**config.mk**
```make
export PLATFORM = sky130hd
export DESIGN_NAME = fetch_unit_flat
export DESIGN_NICKNAME = d
export VERILOG_FILES = /design/src/rtl/fetch_unit_pkg.sv /design/src/rtl/fetch_unit_if.sv /design/src/rtl/fetch_unit.sv /design/src/flat_wrapper.sv
export SDC_FILE = /design/constraint.sdc
export NUM_CORES = 1
export LEC_CHECK = 0
export BUFFER_PORTS_ARGS = -buffer_cell sky130_fd_sc_hd__buf_2
export CAP_MARGIN = 5
export CORE_AREA = 2 2 101 103
export DETAILED_ROUTE_END_ITERATION = 16
export DIE_AREA = 0 0 103 105
export PLACE_DENSITY_LB_ADDON = 0.15
export SYNTH_ARGS = -nofsm -noshare
export SYNTH_HDL_FRONTEND = slang
export SYNTH_SLANG_ARGS = --single-unit
```
**constraint.sdc**
```tcl
create_clock -name clk -period 1.8 [get_ports clk]
set_input_delay 0 -clock clk [delete_from_list [all_inputs] [get_ports clk]]
set_output_delay 0 -clock clk [all_outputs]
set_load 0.05 [all_outputs]
```
**src/rtl/fetch_unit_pkg.sv**
```systemverilog
// ---------------------------------------------------------------------------
// fetch_unit_pkg
// Shared definitions for the instruction fetch unit: the fetch FSM state
// type, the datapath word width, and the default reset PC / halt opcode
// used as parameter defaults by fetch_unit.
// No ports (package).
// ---------------------------------------------------------------------------
package fetch_unit_pkg;

    localparam int WORD_W = 32;

    // "init" address: one word below zero, so the first fetch after start
    // lands on address 0 (RESET_PC + 4 wraps modulo 2^32).
    localparam logic [WORD_W-1:0] RESET_PC = 32'hFFFF_FFFC;

    localparam logic [5:0] HALT_OPCODE = 6'b111111;

    typedef enum logic [1:0] {
        ST_INIT,
        ST_RUN,
        ST_HALT
    } fetch_state_e;

endpackage

```
**src/rtl/fetch_unit_if.sv**
```systemverilog
// ---------------------------------------------------------------------------
// fetch_unit_if
// Bundles the fetch unit's control inputs, instruction-memory bus and IF
// register outputs.
//   master : the fetch unit (drives pc_out and the IF register outputs)
//   slave  : the surroundings (memory + pipeline control)
// Signals:
//   start, stall, redirect_valid, redirect_target, instr_in  -> into fetch
//   pc_out, if_valid, if_pc, if_instr, halted                -> out of fetch
//   fetch_count (only with FETCH_PERF_COUNT_EN defined)      -> out of fetch
// ---------------------------------------------------------------------------
interface fetch_unit_if;
    import fetch_unit_pkg::*;

    logic              start;
    logic              stall;
    logic              redirect_valid;
    logic [WORD_W-1:0] redirect_target;
    logic [WORD_W-1:0] instr_in;
    logic [WORD_W-1:0] pc_out;
    logic              if_valid;
    logic [WORD_W-1:0] if_pc;
    logic [WORD_W-1:0] if_instr;
    logic              halted;
`ifdef FETCH_PERF_COUNT_EN
    logic [WORD_W-1:0] fetch_count;
`endif

    modport master (
        input  start, stall, redirect_valid, redirect_target, instr_in,
`ifdef FETCH_PERF_COUNT_EN
        output fetch_count,
`endif
        output pc_out, if_valid, if_pc, if_instr, halted
    );

    modport slave (
        output start, stall, redirect_valid, redirect_target, instr_in,
`ifdef FETCH_PERF_COUNT_EN
        input  fetch_count,
`endif
        input  pc_out, if_valid, if_pc, if_instr, halted
    );

endinterface

```
**src/rtl/fetch_unit.sv**
```systemverilog
// ---------------------------------------------------------------------------
// fetch_unit
// Single-stage instruction fetch: PC register, INIT/RUN/HALT FSM and the IF
// pipeline register. Instruction memory is combinational (instr_in answers
// pc_out in the same cycle), so an instruction appears in the IF register
// one cycle after its address is on pc_out.
// Ports:
//   clk    : clock, all state on rising edge
//   rst_n  : asynchronous active-low reset
//   bus    : fetch_unit_if.master (see fetch_unit_if.sv)
// Parameters: RESET_PC, IMEM_SIZE (words), HALT_OPCODE.
// Optional feature: define FETCH_PERF_COUNT_EN to add the fetch_count
// performance counter (counts instructions captured into the IF register).
// ---------------------------------------------------------------------------
module fetch_unit #(
    parameter logic [31:0] RESET_PC    = fetch_unit_pkg::RESET_PC,
    parameter int unsigned IMEM_SIZE   = 128,
    parameter logic [5:0]  HALT_OPCODE = fetch_unit_pkg::HALT_OPCODE
) (
    input logic          clk,
    input logic          rst_n,
    fetch_unit_if.master bus
);
    import fetch_unit_pkg::*;

    fetch_state_e      state_q, state_d;
    logic [WORD_W-1:0] pc_q, pc_d;
    logic              if_valid_q, if_valid_d;
    logic [WORD_W-1:0] if_pc_q, if_pc_d;
    logic [WORD_W-1:0] if_instr_q, if_instr_d;
    logic              capture;
    logic              out_of_range;
    logic              is_halt_op;

    assign out_of_range = {2'b00, pc_q[WORD_W-1:2]} >= IMEM_SIZE;
    assign is_halt_op   = bus.instr_in[31:26] == HALT_OPCODE;

    // Next-state logic. Priority inside RUN: redirect beats stall (a taken
    // branch must never be lost), stall beats everything else, and running
    // off the end of memory halts without capturing the garbage word.
    always_comb begin
        state_d    = state_q;
        pc_d       = pc_q;
        if_valid_d = if_valid_q;
        if_pc_d    = if_pc_q;
        if_instr_d = if_instr_q;
        capture    = 1'b0;

        case (state_q)
            ST_INIT: begin
                if (bus.start) begin
                    pc_d    = '0;
                    state_d = ST_RUN;
                end
            end
            ST_RUN: begin
                if (bus.redirect_valid) begin
                    // Masking keeps the fetch word-aligned and consumes all
                    // target bits.
                    pc_d       = bus.redirect_target & ~32'h3;
                    if_valid_d = 1'b0;
                end else if (bus.stall) begin
                    // hold everything
                end else if (out_of_range) begin
                    state_d    = ST_HALT;
                    if_valid_d = 1'b0;
                end else begin
                    capture    = 1'b1;
                    if_instr_d = bus.instr_in;
                    if_pc_d    = pc_q;
                    if_valid_d = 1'b1;
                    // The halt instruction itself is forwarded; fetch stops
                    // on its address.
                    if (is_halt_op) begin
                        state_d = ST_HALT;
                    end else begin
                        pc_d = pc_q + 32'd4;
                    end
                end
            end
            ST_HALT: begin
                // Keep the last instruction visible until downstream takes it.
                if (!bus.stall) begin
                    if_valid_d = 1'b0;
                end
            end
            default: state_d = ST_INIT;
        endcase
    end

    always_ff @(posedge clk or negedge rst_n) begin
        if (!rst_n) begin
            state_q    <= ST_INIT;
            pc_q       <= RESET_PC;
            if_valid_q <= 1'b0;
            if_pc_q    <= '0;
            if_instr_q <= {HALT_OPCODE, 26'b0};
        end else begin
            state_q    <= state_d;
            pc_q       <= pc_d;
            if_valid_q <= if_valid_d;
            if_pc_q    <= if_pc_d;
            if_instr_q <= if_instr_d;
        end
    end

`ifdef FETCH_PERF_COUNT_EN
    logic [WORD_W-1:0] fetch_count_q, fetch_count_d;

    always_comb begin
        fetch_count_d = fetch_count_q;
        if (capture) begin
            fetch_count_d = fetch_count_q + 32'd1;
        end
    end

    always_ff @(posedge clk or negedge rst_n) begin
        if (!rst_n) begin
            fetch_count_q <= '0;
        end else begin
            fetch_count_q <= fetch_count_d;
        end
    end

    assign bus.fetch_count = fetch_count_q;
`endif

    assign bus.pc_out   = pc_q;
    assign bus.if_valid = if_valid_q;
    assign bus.if_pc    = if_pc_q;
    assign bus.if_instr = if_instr_q;
    assign bus.halted   = (state_q == ST_HALT);

endmodule

```
**src/flat_wrapper.sv**
```systemverilog
// flat-port wrapper written by rule: the top's interface ports become plain ports
module fetch_unit_flat import fetch_unit_pkg::*;
#(
    parameter logic [31:0] RESET_PC    = fetch_unit_pkg::RESET_PC,
    parameter int unsigned IMEM_SIZE   = 128,
    parameter logic [5:0]  HALT_OPCODE = fetch_unit_pkg::HALT_OPCODE
)
  (clk, rst_n, bus_start, bus_stall, bus_redirect_valid, bus_redirect_target, bus_instr_in, bus_pc_out, bus_if_valid, bus_if_pc, bus_if_instr, bus_halted);
  fetch_unit_if bus_i ();
  input logic clk;
  input logic rst_n;
  input wire logic [$bits(bus_i.start)-1:0] bus_start;
  input wire logic [$bits(bus_i.stall)-1:0] bus_stall;
  input wire logic [$bits(bus_i.redirect_valid)-1:0] bus_redirect_valid;
  input wire logic [$bits(bus_i.redirect_target)-1:0] bus_redirect_target;
  input wire logic [$bits(bus_i.instr_in)-1:0] bus_instr_in;
  output wire logic [$bits(bus_i.pc_out)-1:0] bus_pc_out;
  output wire logic [$bits(bus_i.if_valid)-1:0] bus_if_valid;
  output wire logic [$bits(bus_i.if_pc)-1:0] bus_if_pc;
  output wire logic [$bits(bus_i.if_instr)-1:0] bus_if_instr;
  output wire logic [$bits(bus_i.halted)-1:0] bus_halted;
  assign bus_i.start = bus_start;
  assign bus_i.stall = bus_stall;
  assign bus_i.redirect_valid = bus_redirect_valid;
  assign bus_i.redirect_target = bus_redirect_target;
  assign bus_i.instr_in = bus_instr_in;
  assign bus_pc_out = bus_i.pc_out;
  assign bus_if_valid = bus_i.if_valid;
  assign bus_if_pc = bus_i.if_pc;
  assign bus_if_instr = bus_i.if_instr;
  assign bus_halted = bus_i.halted;
  fetch_unit #(.RESET_PC(RESET_PC), .IMEM_SIZE(IMEM_SIZE), .HALT_OPCODE(HALT_OPCODE)) u_core (.clk(clk), .rst_n(rst_n), .bus(bus_i));
endmodule
```
* Word-level counts from Yosys, hierarchy flattened *
Cells that the tools add are included.

operators by class
  muxes and demuxes = 17
  $lt $le $gt $ge = 1
  equality and inequality tests = 11
  bitwise gates (word level) = 4
  add/subtract/negate cells = 1
  reductions and logical operators = 7

operators by type and width
  kind                                                   number
  2-to-1 mux 32 bit                                      5
  case mux 32 bit (2 select lines)                       1
  adder 32 x 3 -> 32 bit (second input constant)         1
  >= comparator 30 x 8 -> 1 bit (second input constant)  1
  2-to-1 mux 2 bit                                       5
  AND reduction 5 bit                                    2
  != test 3 bit (second input constant)                  3
  != test 2 bit (second input constant)                  4
  == test 6 bit (second input constant)                  1
  case mux 2 bit (3 select lines)                        1
  2-to-1 mux 1 bit                                       4
  NOT 1 bit                                              4
  AND reduction 4 bit                                    1
  nonzero test 2 bit                                     2
  != test 3 x 1 -> 1 bit (second input constant)         1
  AND reduction 3 bit                                    1
  == test 2 x 1 -> 1 bit (second input constant)         1
  == test 2 bit (second input constant)                  1
  zero test 2 bit                                        1
  case mux 1 bit (2 select lines)                        1

storage, ports and cells
  register bits after elaboration = 99
  input port bits = 69
  word-level logic and storage cells = 46

* Logic depth before layout (Yosys ltp) *
  depth after elaboration = 6
  gate-level depth with buffers = 7

* Worst setup path after synthesis *
Ideal clock, no wire load.

  path type = register to register
  start point = register u_core.pc_q[20] (netlist: u_core.bus.pc_out[20])
  end point = register u_core.if_instr_q[10] (netlist: u_core.bus.if_instr[10])
  cell stages (with the launch flop) = 6
  data required time = 1.675 ns
  setup time = 0.125 ns
  slack = -0.209 ns
  arrival = 1.884 ns
  cell sequence = dfstp_2 nor4_1 nand4_1 nor3_4 buf_6 mux2_2

on the way
  cells in the longest elaborated chain, start to end = 3

ends and longest elaborated chain
  what                           line               source
  from (decl)                    fetch_unit.sv:27   logic [WORD_W-1:0] pc_q, pc_d;
  from (signal assigned)         fetch_unit.sv:100  pc_q <= pc_d;
  >= comparator 30 x 8 -> 1 bit  fetch_unit.sv:35   assign out_of_range = {2'b00, pc_q[WORD_W-1:2]} >= IMEM_SIZE;
  NOT 1 bit (no line)            --
  AND reduction 4 bit (no line)  --
  to (signal assigned)           fetch_unit.sv:97   if_instr_q <= {HALT_OPCODE, 26'b0};
  to (signal assigned)           fetch_unit.sv:103  if_instr_q <= if_instr_d;
  to (decl)                      fetch_unit.sv:30   logic [WORD_W-1:0] if_instr_q, if_instr_d;

Every way passes these cells.
A chain may end at the register's enable or synchronous reset.

* Final worst setup path *
  start point = register u_core.pc_q[17] (netlist: u_core.bus.pc_out[17])
  end point = register u_core.if_instr_q[17] (netlist: u_core.bus.if_instr[17])

The elaborated chain is that of the path after synthesis.

==> impl_results.md <==
* Status: complete, but fails checks
* Failing checks: setup timing
* Peak VDD IR at 0.566 mV
* Total CTS buffers at 9
* Yosys Warn Count at 0
* Synthesized area per cell at 13.8 um2
* Flops & latches, synth at 95
* Worst-path clk slew at 0.10 ns
* Sequential power share at 37.2%
* Clock network power share at 16.4%
* CP Capture Type: register
* Filler cells at 759
* CTS tree: yes
* Layout Nets at 616
* Max clock buf depth at 2
* Startpoint Class: register
* Combinational power share at 46.4%
* Internal Pwr Total at 4.90 mW
* Power density over the cells at 1350 mW/mm2
* Worst skew pair latency at 0.35 ns
* DP Worst Slack at -0.291 ns
* Setup CP Type: reg -> reg
* Leak Pwr at 3.25 nW
* Drt pass-1 iters at 4
* HPWL after DPL at 6750 um
* Setup slack, reg-to-reg at -0.21 ns
* Final Worst Setup Slack at -0.209 ns
* Crit path DAT at 2.24 ns
* CTS Sinks at 95
* Max Used Layer: met4
* Minimum clock period at 2.01 ns
* Vias in the first global route at 3334
* WHS Path Cells at 3
* Final setup violation count at 82
* Die X at 103 um
* # rows at 36
* Largest net degree at the start of global routing at 64
* Register area share after synthesis at 63.4%
* RSZ-0062 raised after global routing: true
* Crit-path max FO at 22
* Final ANT Viol Nets at 0
* Max-cap violations at 0
* R2r worst-path depth at 7
* Cells after Synth at 276
* Slew Limit Fails at 0
* CTS root buf: clkbuf_8
* Met3 WL post-DR at 445 um
* WL per Instance at 16.0 um
* Via density at 4.78
* DR vias at 3266
* Die area at 0.0108 mm2
* Total inserted antenna cells at 0
* Area growth syn-to-layout at 65.8%
* Setup skew after layout at 0.0146 ns
* Share of post-route cells with drive strength above 1 at 61.5%
* Die extent in y at 105 um
* Synth Cell Area at 0.00382 mm2
* Hold Crit Class: in -> reg
* Fin Hold WS at 0.0310 ns
* Remaining global-route overflow at 0
* CP required at 2.04 ns
* Initial antenna violation count at 0
* First-pass GRT wire length at 16800 um
* Final WL at 10900 um
* Port buffer count at 160
* Setup TNS at -9.76 ns
* Metal-1 WL at 4610 um
* Gr usage total at 20.0%
* Fmax at 498 MHz
* Sw Share at 42.6%
* Hold Fails Final Rpt at 0
* Metal2 WL at 5640 um
* Final Cycle Share at 112%
* DRC at 0
* Initial Util at 39.7%
* NetSw at 3.63 mW
* # H-tree levels at 3
* DRT iter0 DRCs at 76
* GPL Wtd Cong at 0.766
* Core Box Area at 0.00964 mm2
* Library cells used by synthesis at 36
* I/O Pins at 167
* Final Total Pwr at 8.53 mW
[cells by family after synthesis]
logic type               count (synthesis)  synth area share, %
AO/OA/AOI/OAI                           50                 10.0
adder cells (fa/ha/maj)                  2                0.655
AND/OR/NAND/NOR                         65                 9.92
other                                    1               0.0981
flip-flops                              95                 63.4
multiplexers                            40                 11.8
buffers and inverters                   23                 4.16
[area by class of cell]
cell class | count | area [um2] | share of cell area (%)
timing repair buffer | 273 | 1980 | 31.3
clock buffer | 11 | 151 | 2.39
inverter | 5 | 18.8 | 0.296
clock inverter | 5 | 46.3 | 0.731
multi-input combinational | 161 | 1540 | 24.4
sequential | 95 | 2430 | 38.3
tap | 133 | 166 | 2.63
[critical path, stage by stage (launching register included)]
cell,delay (ns)
dfstp_2,0.40
nor4_4,0.31
nand4_1,0.14
buf_4,0.18
nor3_4,0.20
buf_4,0.15
buf_12,0.16
mux2_2,0.35
[path summary, 6_finish.rpt]
| path | startpoint | endpoint |
|---|---|---|
| worst max-delay path | u_core.bus.pc_out[17] | u_core.bus.if_instr[17] |
| worst min-delay path | bus_start | u_core.state_q[0] |
| worst max register to register | u_core.bus.pc_out[17] | u_core.bus.if_instr[17] |
| worst min register to register | u_core.bus.if_pc[25] | u_core.bus.if_pc[25] |
| max in group asynchronous | rst_n | u_core.bus.pc_out[2] |
| min in group asynchronous | rst_n | u_core.bus.if_pc[25] |
[synthesized netlist by cell type]
cell type	instances	area share, %
a21o_1	2	0.39
a22o_1	12	2.7
or3_1	1	0.16
nand3b_1	1	0.20
a21oi_1	8	1.0
nor3b_1	1	0.20
buf_2	4	0.52
o31a_2	1	0.26
a221oi_1	2	0.46
nor4_1	7	1.1
nand3_1	4	0.52
dfrtp_1	59	39
buf_4	6	1.2
o211ai_1	4	0.79
nor2_1	4	0.39
conb_1	1	0.098
nor3_4	1	0.43
nor2b_1	24	3.9
mux2i_1	1	0.26
nand2_1	8	0.79
nand2b_1	3	0.49
buf_6	6	1.8
or2_2	2	0.33
a2bb2oi_1	1	0.23
nand4_1	3	0.49
nor3_1	5	0.65
mux2_2	39	11
o31ai_1	1	0.20
or3_2	1	0.20
dfstp_2	36	25
ha_1	2	0.65
o21ba_2	1	0.26
a22o_2	10	2.6
inv_1	5	0.49
o21ai_0	8	1.0
clkbuf_1	2	0.20
[layer usage]
metal / global-route usage [%] / vias up
li1: - / 1517
met1: 25.7 / 1627
met2: 33.7 / 106
met3: 4.82 / 16
met4: 4.98 / 0
met5: 0 / -
[stage by stage]
step / util, % / std cells / instance area, um2
2_1_floorplan: - / 279 / 3920
3_3_place_gp: 52.8 / 593 / 5080
3_5_place_dp: 52.8 / 593 / 5080
4_1_cts: 63.8 / 680 / 6150
5_1_grt: 65.7 / 683 / 6340
6_report: 65.7 / 683 / 6340
[cells in the final DEF, fill, tap and decap left out, types with 4 or more instances in the layout]
cell	count
nor2b_4	10
nor2b_1	13
mux2_2	22
nor3_1	4
clkbuf_8	11
inv_6	4
a21oi_1	7
mux2_4	17
dfrtp_1	59
dfstp_2	34
o21ai_0	4
a22o_1	12
inv_1	5
buf_4	37
nand2_1	8
buf_16	4
a22o_4	8
conb_1	4
o211ai_1	4
dlygate4sd3_1	65
buf_12	4
buf_2	159
[power by group through the flow]
stage	clock network, mW	logic (mW)	registers, mW
finish	1.40	3.96	3.17
global route	1.55	4.14	3.23
CTS	1.45	3.87	3.15
detailed placement	0	3.71	3.14
global placement	0	3.69	3.12
floorplan	0	1.07	4.55
[registers in the layout, indices dropped and copies added (netlist names)]
name                 count
u_core.bus.if_instr     32
u_core.bus.if_pc        30
u_core.bus.if_valid      1
u_core.bus.pc_out       30
u_core.state_q           2
[repair_timing]
action	4_1_cts	5_1_grt
resized for setup	25	33
hold buffers	65	0
setup buffers	4	2
pin swaps	5	1
endpoints found under the hold margin	96	0
gates cloned	4	1
setup endpoints to repair	83	83
(Power assumes the default switching activity.)
